[src/rtl/cfg_word_loader.sv]
// cfg_word_loader: sequences a word stream onto a bank of transparent
// configuration latches. Each accepted word is presented on io_d_out for a
// setup cycle, strobed into latch idx with a one-cycle one-hot enable, and
// held for one more cycle before the next word is accepted.
//
// Optional build macro CFG_LOADER_CHECKSUM_EN: the stream carries one extra
// trailing word, the XOR of all data words; a mismatch sets the sticky io_err.
// Without the macro io_err is tied low.
module cfg_word_loader #(
    parameter int NUM_WORDS = 21,
    parameter int WORD_W    = 32,
    parameter int IDX_W     = 5
) (
    input  logic                 clk,
    input  logic                 reset,
    input  logic                 io_start,
    input  logic                 io_in_valid,
    output logic                 io_in_ready,
    input  logic [WORD_W-1:0]    io_in_bits,
    output logic [WORD_W-1:0]    io_d_out,
    output logic [NUM_WORDS-1:0] io_configs_en,
    output logic                 io_busy,
    output logic                 io_done,
    output logic                 io_err
);

    typedef enum logic [2:0] {
        S_IDLE,
        S_WAIT,
        S_SETUP,
        S_STROBE,
        S_HOLD,
        S_CHK,
        S_DONE
    } state_t;

    localparam logic [IDX_W-1:0]     LAST_IDX = IDX_W'(NUM_WORDS - 1);
    localparam logic [NUM_WORDS-1:0] EN_ONE   = NUM_WORDS'(1);

    state_t                 state, state_nxt;
    logic [IDX_W-1:0]       idx, idx_nxt;
    logic [WORD_W-1:0]      d_out, d_out_nxt;
    logic [NUM_WORDS-1:0]   en, en_nxt;
    logic                   ready, ready_nxt;
    logic                   busy, busy_nxt;
    logic                   done, done_nxt;
`ifdef CFG_LOADER_CHECKSUM_EN
    logic                   err, err_nxt;
    logic [WORD_W-1:0]      xor_acc, xor_nxt;
`endif

    // Next-state and next-output logic; every output is registered below, so
    // the enable strobe is glitch-free at the latch bank.
    always_comb begin
        // NOTE: every signal gets a default before the case so no path leaves
        // it unassigned, which would otherwise infer a latch.
        state_nxt = state;
        idx_nxt   = idx;
        d_out_nxt = d_out;
        en_nxt    = '0;
        ready_nxt = 1'b0;
        busy_nxt  = busy;
        done_nxt  = 1'b0;
`ifdef CFG_LOADER_CHECKSUM_EN
        err_nxt   = err;
        xor_nxt   = xor_acc;
`endif
        unique case (state)
            S_IDLE: begin
                if (io_start) begin
                    state_nxt = S_WAIT;
                    busy_nxt  = 1'b1;
                    idx_nxt   = '0;
                    ready_nxt = 1'b1;
`ifdef CFG_LOADER_CHECKSUM_EN
                    err_nxt   = 1'b0;
                    xor_nxt   = '0;
`endif
                end
            end
            S_WAIT: begin
                ready_nxt = 1'b1;
                if (io_in_valid && ready) begin
                    d_out_nxt = io_in_bits;
                    state_nxt = S_SETUP;
                    ready_nxt = 1'b0;
`ifdef CFG_LOADER_CHECKSUM_EN
                    xor_nxt   = xor_acc ^ io_in_bits;
`endif
                end
            end
            S_SETUP: begin
                // Data has been stable for a full cycle; raise the enable.
                state_nxt = S_STROBE;
                en_nxt    = EN_ONE << idx;
            end
            S_STROBE: begin
                // Enable drops while data stays put, giving hold margin.
                state_nxt = S_HOLD;
            end
            S_HOLD: begin
                if (idx == LAST_IDX) begin
`ifdef CFG_LOADER_CHECKSUM_EN
                    state_nxt = S_CHK;
                    ready_nxt = 1'b1;
`else
                    state_nxt = S_DONE;
                    busy_nxt  = 1'b0;
                    done_nxt  = 1'b1;
`endif
                end else begin
                    idx_nxt   = idx + 1'b1;
                    state_nxt = S_WAIT;
                    ready_nxt = 1'b1;
                end
            end
            S_CHK: begin
`ifdef CFG_LOADER_CHECKSUM_EN
                ready_nxt = 1'b1;
                if (io_in_valid && ready) begin
                    // Checksum word is compared only; the latch bus keeps the last data word.
                    err_nxt   = (io_in_bits != xor_acc);
                    state_nxt = S_DONE;
                    ready_nxt = 1'b0;
                    busy_nxt  = 1'b0;
                    done_nxt  = 1'b1;
                end
`else
                state_nxt = S_IDLE;
`endif
            end
            S_DONE: begin
                // io_start seen here is deliberately dropped.
                state_nxt = S_IDLE;
            end
            default: begin
                state_nxt = S_IDLE;
            end
        endcase
    end

    // State and output registers with synchronous reset.
    always_ff @(posedge clk) begin
        // NOTE: registers take non-blocking assignments so every flop samples
        // the pre-edge values, independent of statement order.
        if (reset) begin
            state   <= S_IDLE;
            idx     <= '0;
            d_out   <= '0;
            en      <= '0;
            ready   <= 1'b0;
            busy    <= 1'b0;
            done    <= 1'b0;
`ifdef CFG_LOADER_CHECKSUM_EN
            err     <= 1'b0;
            xor_acc <= '0;
`endif
        end else begin
            state   <= state_nxt;
            idx     <= idx_nxt;
            d_out   <= d_out_nxt;
            en      <= en_nxt;
            ready   <= ready_nxt;
            busy    <= busy_nxt;
            done    <= done_nxt;
`ifdef CFG_LOADER_CHECKSUM_EN
            err     <= err_nxt;
            xor_acc <= xor_nxt;
`endif
        end
    end

    assign io_in_ready   = ready;
    assign io_d_out      = d_out;
    assign io_configs_en = en;
    assign io_busy       = busy;
    assign io_done       = done;
`ifdef CFG_LOADER_CHECKSUM_EN
    assign io_err        = err;
`else
    assign io_err        = 1'b0;
`endif

endmodule

[config.mk]
export PLATFORM = sky130hd
export DESIGN_NAME = cfg_word_loader
export DESIGN_NICKNAME = d
export VERILOG_FILES = /design/src/rtl/cfg_word_loader.sv
export SDC_FILE = /design/constraint.sdc
export NUM_CORES = 1
export LEC_CHECK = 0
export BUFFER_PORTS_ARGS = -buffer_cell sky130_fd_sc_hd__buf_2
export CORE_ASPECT_RATIO = 1.2
export CORE_MARGIN = 10
export CORE_UTILIZATION = 42
export CTS_CLUSTER_SIZE = 28
export DETAILED_ROUTE_END_ITERATION = 6
export PLACE_DENSITY = 0.78
export SLEW_MARGIN = 40
export SYNTH_ARGS = -nofsm -noshare
export SYNTH_HDL_FRONTEND = slang
export SYNTH_SLANG_ARGS = --single-unit
export TNS_END_PERCENT = 10
[constraint.sdc]
create_clock -name clk -period 4.2 [get_ports clk]
set_input_delay 0.21 -clock clk [delete_from_list [all_inputs] [get_ports clk]]
set_output_delay 0.21 -clock clk [all_outputs]
set_load 0.05 [all_outputs]
# Yosys cells after proc, flatten, opt, wreduce, memory -nomap -nowiden
# Index checks and enable logic that the tools add are counted.
# totals
elab_cells,44
output_inout_bits,57
in_bits,36
regBits,64
# classes
n_eq_ne,9
shifts,1
n_bitwise,2
n_addsub,1
muxes,15
n_reduce_logical,9
# op_table
operator,count
1-bit by 5-bit << shifter with 21-bit output (first input constant),1
3-bit one-hot mux with 5 select lines,1
5-bit two-way mux,2
5-bit one-hot mux with 2 select lines,1
3-bit two-way mux,3
2-bit inequality test (second input constant),4
3-bit by 2-bit == test with 1-bit output (second input constant),2
1-bit two-way mux,6
3-bit AND reduction,2
5-bit by 1-bit adder with 5-bit output (second input constant),1
5-bit == test (second input constant),1
2-bit AND reduction,2
2-bit OR reduction,2
3-bit by 1-bit == test with 1-bit output (second input constant),1
3-bit == test (second input constant),1
3-bit zero test,1
1-bit one-hot mux with 3 select lines,1
1-bit NOT,2
1-bit one-hot mux with 2 select lines,1
2-bit nonzero test,1
1-bit logical AND,1

# Logic depth before layout (Yosys ltp)
# Gate-level depths: netlist of the first run.
# depth
word_depth,3
depth_mapped,5

# Worst setup path after synthesis of the first run
# Ideal clock, no wire load.
# synth_path
kind,reg2reg
from,register idx[0]
to,register idx[3]
arrival_ns,1.500
stages_incl_launch_ff,6
required_time_ns,4.130
path_slack_ns,2.630
n_path_buf,0
cell_sequence,dfxtp_1 -> inv_1 -> ha_1 -> and4b_1 -> or4_1 -> a21oi_1
# synth_via
elab_chain_len,3
elab_cells_between_ends,6
classes_between,add/sub: 1; eq/ne: 2; mux: 2; reduce/logical: 1
# synth_rtl
element,line,text
"start, declared",41,"logic [IDX_W-1:0] idx, idx_nxt;"
"start signal, assigned",160,idx <= idx_nxt;
5-bit by 1-bit adder with 5-bit output or 5-bit == test (tied branches),"112, 102",
5-bit two-way mux or 2-bit inequality test (tied branches),--,
5-bit one-hot mux with 2 select lines or 3-bit AND reduction (tied branches),--,
# Several ways; a longest one is shown, not always the timed one. The select of a mux whose other input is x is not followed.
# A chain may end at the register's enable or synchronous reset.

# Worst setup path after layout of the first run
# layout_path
from,register state[0]
to,"register d_out[23], in the netlist io_d_out[23]"
# layout_via
elab_chain_len,2
# layout_rtl
element,line,text
"start, declared",40,"state_t state, state_nxt;"
"start signal, assigned",159,state <= state_nxt;
3-bit by 1-bit == test with 1-bit output,68,unique case (state)
2-bit AND reduction (no line),--,
"end signal, assigned",161,d_out <= d_out_nxt;
"end, declared",42,"logic [WORD_W-1:0] d_out, d_out_nxt;"
# No other way between the ends.

==> results of run 1 <==
[cell type report]
cell class / count / area share (%)
well taps: 64 / 2.65
clock buffers: 12 / 5.14
repair buffers: 92 / 15.3
clock inverters: 3 / 0.580
flip-flops and latches: 64 / 42.4
inverters: 5 / 0.621
multi-input cells: 178 / 33.3
[layer usage]
layer,global-route usage (%),vias up,wire length (um)
li1,-,1095,-
met1,15.6,1030,2460
met2,20.7,92,2790
met3,9.96,6,954
met4,5.76,0,47
met5,0,-,0
[how the worst min path moves through the flow]
stage / from / to / slack [ns] / cells past startpoint
after floorplan: io_in_bits[0] / io_d_out[0]$_SDFFE_PP0P_ / 0.36 / 2
after global placement: io_d_out[19]$_SDFFE_PP0P_ / io_d_out[19]$_SDFFE_PP0P_ / 0.46 / 2
after detailed placement: io_d_out[6]$_SDFFE_PP0P_ / io_d_out[6]$_SDFFE_PP0P_ / 0.46 / 2
after CTS: io_in_bits[12] / io_d_out[12]$_SDFFE_PP0P_ / 0.11 / 3
after global routing: io_in_bits[23] / io_d_out[23]$_SDFFE_PP0P_ / 0.11 / 3
final: io_in_bits[12] / io_d_out[12]$_SDFFE_PP0P_ / 0.12 / 3
[stage by stage]
step	power, uW	util (%)	instance area (sq um)	hold WS (ns)	cells
floorplan	803	-	2400	0.358	270
global placement	851	50.9	2840	0.457	403
global route	1370	54.0	3020	0.109	418
detailed placement	855	50.9	2850	0.464	403
CTS	1320	54.0	3020	0.106	418
finish	1300	54.0	3020	0.124	418
[power groups by stage]
stage	clock, uW	combinational [uW]	sequential [uW]
after detailed placement	0	198	657
after global placement	0	195	656
after floorplan	0	111	691
final	461	198	644
after CTS	475	198	644
after global routing	505	216	646
[Yosys cell counts (all sizes together) (2+ instances only)]
master | n | share of area [%]
or3b | 3 | 1.2
clkbuf | 19 | 3.0
inv | 5 | 0.78
o211ai | 2 | 0.63
nor3b | 2 | 0.83
o21ai | 37 | 7.7
nor2 | 23 | 4.4
nand2 | 13 | 2.0
nand3 | 34 | 7.1
ha | 6 | 3.1
a21oi | 39 | 8.1
or4b | 2 | 0.99
dfxtp | 64 | 53
buf | 4 | 1.5
or3 | 3 | 0.78
a31oi | 2 | 0.52
[flip-flops by register name, summed over array words and instances, names as in the netlist]
signal / flops
io_in_ready: 1
io_d_out: 32
io_configs_en: 21
state: 3
io_busy: 1
io_done: 1
idx: 5
[cell families after synthesis]
group | synth area share (%)
and+or+nand+nor | 20.5
AOI/OAI and AO/OA | 17.2
DFF | 53.4
buffers and inverters | 5.21
adders and majority gates | 3.13
xor gates and xnor gates | 0.365
other | 0.156
[worst max-delay path, cell delays in order (launching register included)]
cell,delay (ns)
dfxtp_1,0.52
or3b_2,0.76
o21ai_0,0.28
a21oi_1,0.09
==> qor.csv, run 1 <==
stage,metric,value,unit
floorplanning,core_area,5590,sq um
critical_path,r2r_start,state[0]$_SDFFE_PP0P_,
finish,fillers,532,
clocking,htreeDepth,3,
outcome,status,"complete, no violations",
finish,nets,392,
floorplanning,num_rows,30,
drt,drtAntennaViolNets,0,
drt,num_vias,2223,
power,switchingPower,384,uW
finish,area_growth,25.8,%
synthesis,seq_area_frac_synth,53.4,%
power,share_seq_of_total_power,49.4,%
clocking,cts_tree,built,
floorplanning,start_util,42.9,%
power,p_int,919,uW
power,combPwrFrac,15.2,%
power,clkPwrFrac,35.4,%
place,preCtsSetupSlack,2.34,ns
power,cellLeakagePower,0.00128,uW
finish,register_area,1280,sq um
finish,mostFrequentLayoutCell,buf_2,
timing,rsz0062_at_grt,no,
finish,antenna_cells,0,
clocking,clockBufferDepth,2,
power,irDropWorstVdd,0.329,mV
synthesis,synth_area_per_cell,8.89,sq um
global_route,grt_max_degree,44,
critical_path,start_kind,flop,
floorplanning,die_h,103,um
global_route,grtUsageTotal,14.2,%
timing,finalHoldViolCount,0,
timing,fin_ws,2.40,ns
finish,drive_gt1_share,33.9,%
critical_path,cp.arrival,1.98,ns
clocking,clk_pin_slew_worst_paths,0.07,ns
drt,drt_wl_total,6260,um
critical_path,required,4.38,ns
clocking,postCtsSetupBuffers,0,
timing,fin_setup_tns,0,ns
global_route,grt-ovfl-total,0,
place,finalWeightedCongestion,0.782,
clocking,ctsResizeCount,0,
synthesis,synth_ff_type,dfxtp_1,
drt,first_iter_violations,133,
critical_path,path_class,flop to flop,
critical_path,critPathLaunch,state[0]$_SDFFE_PP0P_,
timing,worst_pin_slew,0.797,ns
timing,setup_viol,0,
clocking,holdBufCountCts,0,
timing,fin_crit,1.80,ns
synthesis,synth_edf_count,0,
timing,fmax,554,MHz
floorplanning,die_w,89.0,um
global_route,antenna_found_initial,0,
critical_path,rr_endpoint,io_d_out[23]$_SDFFE_PP0P_,
synthesis,synth_nets,312,
timing,relSlewSlack,46.9,%
clocking,clock_sink_count,64,
drt,dr.pass1.iters,4,
power,swShare,29.5,%
synthesis,synthDistinctLibCells,35,
synthesis,ys_ff_latch,64,
timing,clock_skew,0.00648,ns
job,cap_violations,0,
critical_path,critPathCapture,io_d_out[23]$_SDFFE_PP0P_,
drt,wl_per_cell,15.0,um
critical_path,cp-end-kind,flop,
floorplanning,pin_count,93,
synthesis,ys_warn_count,0,
critical_path,cp_max_fo,32,
place,portBuffers,91,
synthesis,syn_area,2400,sq um
global_route,grt_pass1_wl,10300,um
global_route,first_global_vias,2224,
critical_path,reg2reg_depth,3,
finish,multi_input_area,1000,sq um
critical_path,r2r_setup_slack,2.40,ns
drt,drc_errors,0,
timing,finalMaxSlewViolations,0,
worst_hold_path,min_path_type,input port to flop,
synthesis,synth_cells,270,
power,p_per_area,431,nW/um^2
floorplanning,dieArea,9150,sq um
place,dp_hpwl,4440,um
synthesis,synthArstFlopShare,0,%
clocking,clkLatencyLatePin,0.33,ns
clocking,cts_root_buf,clkbuf_8,
drt,avgViaCountPerCell,5.32,
timing,fin_crit_sh,42.9,%
finish,layout_common_cells,"buf_2 (91), dfxtp_1 (64), a21oi_1 (39), nand3_1 (34), o21ai_0 (29)",
clocking,cts_buffers,9,
(Power assumes the default switching activity.)
==> inputs of run 2 (changes only) <==
--- a/config.mk
+++ b/config.mk
@@ -5,13 +5,14 @@
 export SDC_FILE = /design/constraint.sdc
 export NUM_CORES = 1
 export LEC_CHECK = 0
+export ABC_AREA = 1
 export BUFFER_PORTS_ARGS = -buffer_cell sky130_fd_sc_hd__buf_2
 export CORE_ASPECT_RATIO = 1.2
 export CORE_MARGIN = 10
 export CORE_UTILIZATION = 42
 export CTS_CLUSTER_SIZE = 28
 export DETAILED_ROUTE_END_ITERATION = 6
-export PLACE_DENSITY = 0.78
+export PLACE_DENSITY = 0.82
 export SLEW_MARGIN = 40
 export SYNTH_ARGS = -nofsm -noshare
 export SYNTH_HDL_FRONTEND = slang
==> constraint.sdc (replaced) <==
create_clock -name clk -period 1.6 [get_ports clk]
set_input_delay 0.08 -clock clk [delete_from_list [all_inputs] [get_ports clk]]
set_output_delay 0.08 -clock clk [all_outputs]
set_load 0.05 [all_outputs]
==> qor.csv, run 2 <==
stage,metric,value,unit
clocking,cts_root_buf,clkbuf_8,
power,p_per_area,1280,nW/um^2
critical_path,required,1.87,ns
clocking,clockBufferDepth,2,
timing,fin_crit,1.40,ns
drt,drt_wl_total,6670,um
outcome,status,"complete, no violations",
drt,first_iter_violations,86,
power,p_int,3000,uW
timing,fmax,713,MHz
global_route,grtUsageTotal,15.2,%
finish,mostFrequentLayoutCell,nor2_1,
global_route,first_global_vias,2242,
drt,drc_errors,0,
power,irDropWorstVdd,0.785,mV
floorplanning,die_w,88.0,um
synthesis,synthDistinctLibCells,28,
worst_hold_path,min_from,reset,
synthesis,yosys.area.top_type,dfxtp_1,
power,swShare,30.5,%
synthesis,synth_nets,324,
place,portBuffers,91,
synthesis,synth_area_leaders,"dfxtp_1 (55%), nor2_1 (15%), o21ai_0 (6.4%)",
timing,clock_skew,0.00803,ns
synthesis,synth_top_area_share,55.0,%
timing,relSlewSlack,66.0,%
critical_path,start_kind,flop,
finish,fin_cells,475,
job,cap_violations,0,
critical_path,cp.arrival,1.68,ns
place,post-place-cells,427,
finish,nets,450,
place,dp_hpwl,4210,um
synthesis,synth_edf_count,0,
clocking,clkLatencyLatePin,0.34,ns
global_route,grt-ovfl-total,0,
worst_hold_path,holdPathEnd,idx[4]$_SDFFE_PP0P_,
floorplanning,start_util,43.7,%
critical_path,reg2reg_depth,7,
critical_path,path_class,flop to flop,
synthesis,synthArstFlopShare,0,%
synthesis,synth_cells,282,
global_route,antenna_found_initial,0,
timing,setup_viol,0,
timing,worst_pin_slew,0.509,ns
worst_hold_path,min_path_type,input port to flop,
power,switchingPower,1320,uW
synthesis,ys_warn_count,0,
finish,layout_common_cells,"nor2_1 (93), buf_2 (91), dfxtp_1 (64), dlygate4sd3_1 (32), o21ai_0 (30)",
critical_path,r2r_setup_slack,0.20,ns
global_route,grt_pass1_wl,10800,um
drt,avgViaCountPerCell,4.73,
timing,fin_crit_sh,87.7,%
synthesis,synth_area_per_cell,8.27,sq um
power,fin_total_pwr,4320,uW
power,clkPwrFrac,38.3,%
clocking,postCtsSetupBuffers,0,
clocking,clock_sink_count,64,
finish,largest_reg_flops,32,
floorplanning,core_area,5330,sq um
synthesis,ys_ff_latch,64,
synthesis,syn_area,2330,sq um
critical_path,cp-end-kind,flop,
drt,wl_per_cell,14.0,um
finish,drive_gt1_share,30.8,%
floorplanning,pin_count,93,
timing,rsz0062_at_grt,no,
drt,dr.pass1.iters,4,
synthesis,synthTopCellsByCount,"nor2_1 (93), dfxtp_1 (64), o21ai_0 (30), nand2_1 (23), inv_1 (11)",
critical_path,cp_max_fo,8,
clocking,clk_pin_slew_worst_paths,0.07,ns
critical_path,rr_endpoint,idx[3]$_SDFFE_PP0P_,
timing,finalMaxSlewViolations,0,
power,share_seq_of_total_power,41.0,%
timing,fin_setup_tns,0,ns
drt,num_vias,2247,
clocking,cts_buffers,9,
timing,finalHoldViolCount,0,
place,finalWeightedCongestion,0.847,
synthesis,yosysMostFrequentCell,nor2_1,
floorplanning,dieArea,8940,sq um
power,combPwrFrac,20.7,%
floorplanning,num_rows,29,
clocking,cts_tree,built,
finish,antenna_cells,0,
drt,drtAntennaViolNets,0,
synthesis,seq_area_frac_synth,55.0,%
floorplanning,die_h,102,um
clocking,htreeDepth,3,
global_route,grt_max_degree,35,
synthesis,synth_ff_type,dfxtp_1,
worst_hold_path,worstHoldPathCells,2,
critical_path,r2r_start,idx[0]$_SDFFE_PP0P_,
finish,area_growth,45.2,%
power,cellLeakagePower,0.00167,uW
## run 2: worst max path at each step
stage	to	startpoint	cells after the start
after floorplan	io_d_out[10]$_SDFFE_PP0P_	io_in_ready$_SDFF_PP0_	6
after global placement	idx[1]$_SDFFE_PP0P_	idx[0]$_SDFFE_PP0P_	7
after detailed placement	idx[1]$_SDFFE_PP0P_	idx[0]$_SDFFE_PP0P_	6
after CTS	idx[1]$_SDFFE_PP0P_	idx[0]$_SDFFE_PP0P_	6
after global routing	idx[1]$_SDFFE_PP0P_	idx[0]$_SDFFE_PP0P_	7
final	idx[3]$_SDFFE_PP0P_	idx[0]$_SDFFE_PP0P_	7
## run 2: area by class of cell
type / instances / area, sq um
Fill cell: 422 / 1950
Sequential cell: 64 / 1280
Multi-Input combinational cell: 191 / 920
Timing Repair Buffer: 127 / 806
Clock buffer: 9 / 124
Clock inverter: 7 / 120
Tap cell: 62 / 77.6
Inverter: 15 / 57.6
## run 2: cells by family (layout without fill, tap and decap cells)
logic type      Yosys count  in the layout  share of synthesized area [%]
simple gates            143            143                           26.8
flops                    64             64                           55.0
compound gates           41             41                           9.23
buf+inv                  27            158                           5.58
fa+ha+maj                 6              6                           3.22
other cells               1              1                          0.161
## run 2: stage by stage
stage	setup WS, ns	util, %	hold WS, ns	area [sq um]
floorplan	0.177	-	0.215	2330
global placement	0.234	52.9	0.299	2820
detailed placement	0.194	52.9	0.309	2820
CTS	0.183	63.5	0.0341	3390
global route	0.0540	63.5	0.0484	3390
finish	0.197	63.5	0.0497	3390
## run 2: power groups by stage
stage	Combinational, uW	Clock [uW]	Sequential (uW)
after floorplan	338	0	2090
after global placement	814	0	1800
after detailed placement	823	0	1800
final	893	1660	1770
after global routing	969	1770	1790
after CTS	886	1690	1770
## run 2: per-layer routing
metal	track usage [%]	routed length, um
met5	0	0
met4	7.37	112
met3	8.27	844
met2	23.0	3040
met1	17.1	2670
## run 2: timing repair
item / 4_1_cts / 5_1_grt
resized for setup: 0 / 0
hold buffers: 32 / 0
hold endpoints to repair: 32 / 0
## run 2: worst max-delay path, stage by stage, from the launching register on
cell and delay [ns]:
dfxtp_1 0.42, inv_1 0.11, ha_1 0.26, nand4_4 0.13, nand2_2 0.14, nand2_4 0.10
nand2_1 0.08, a21oi_2 0.11
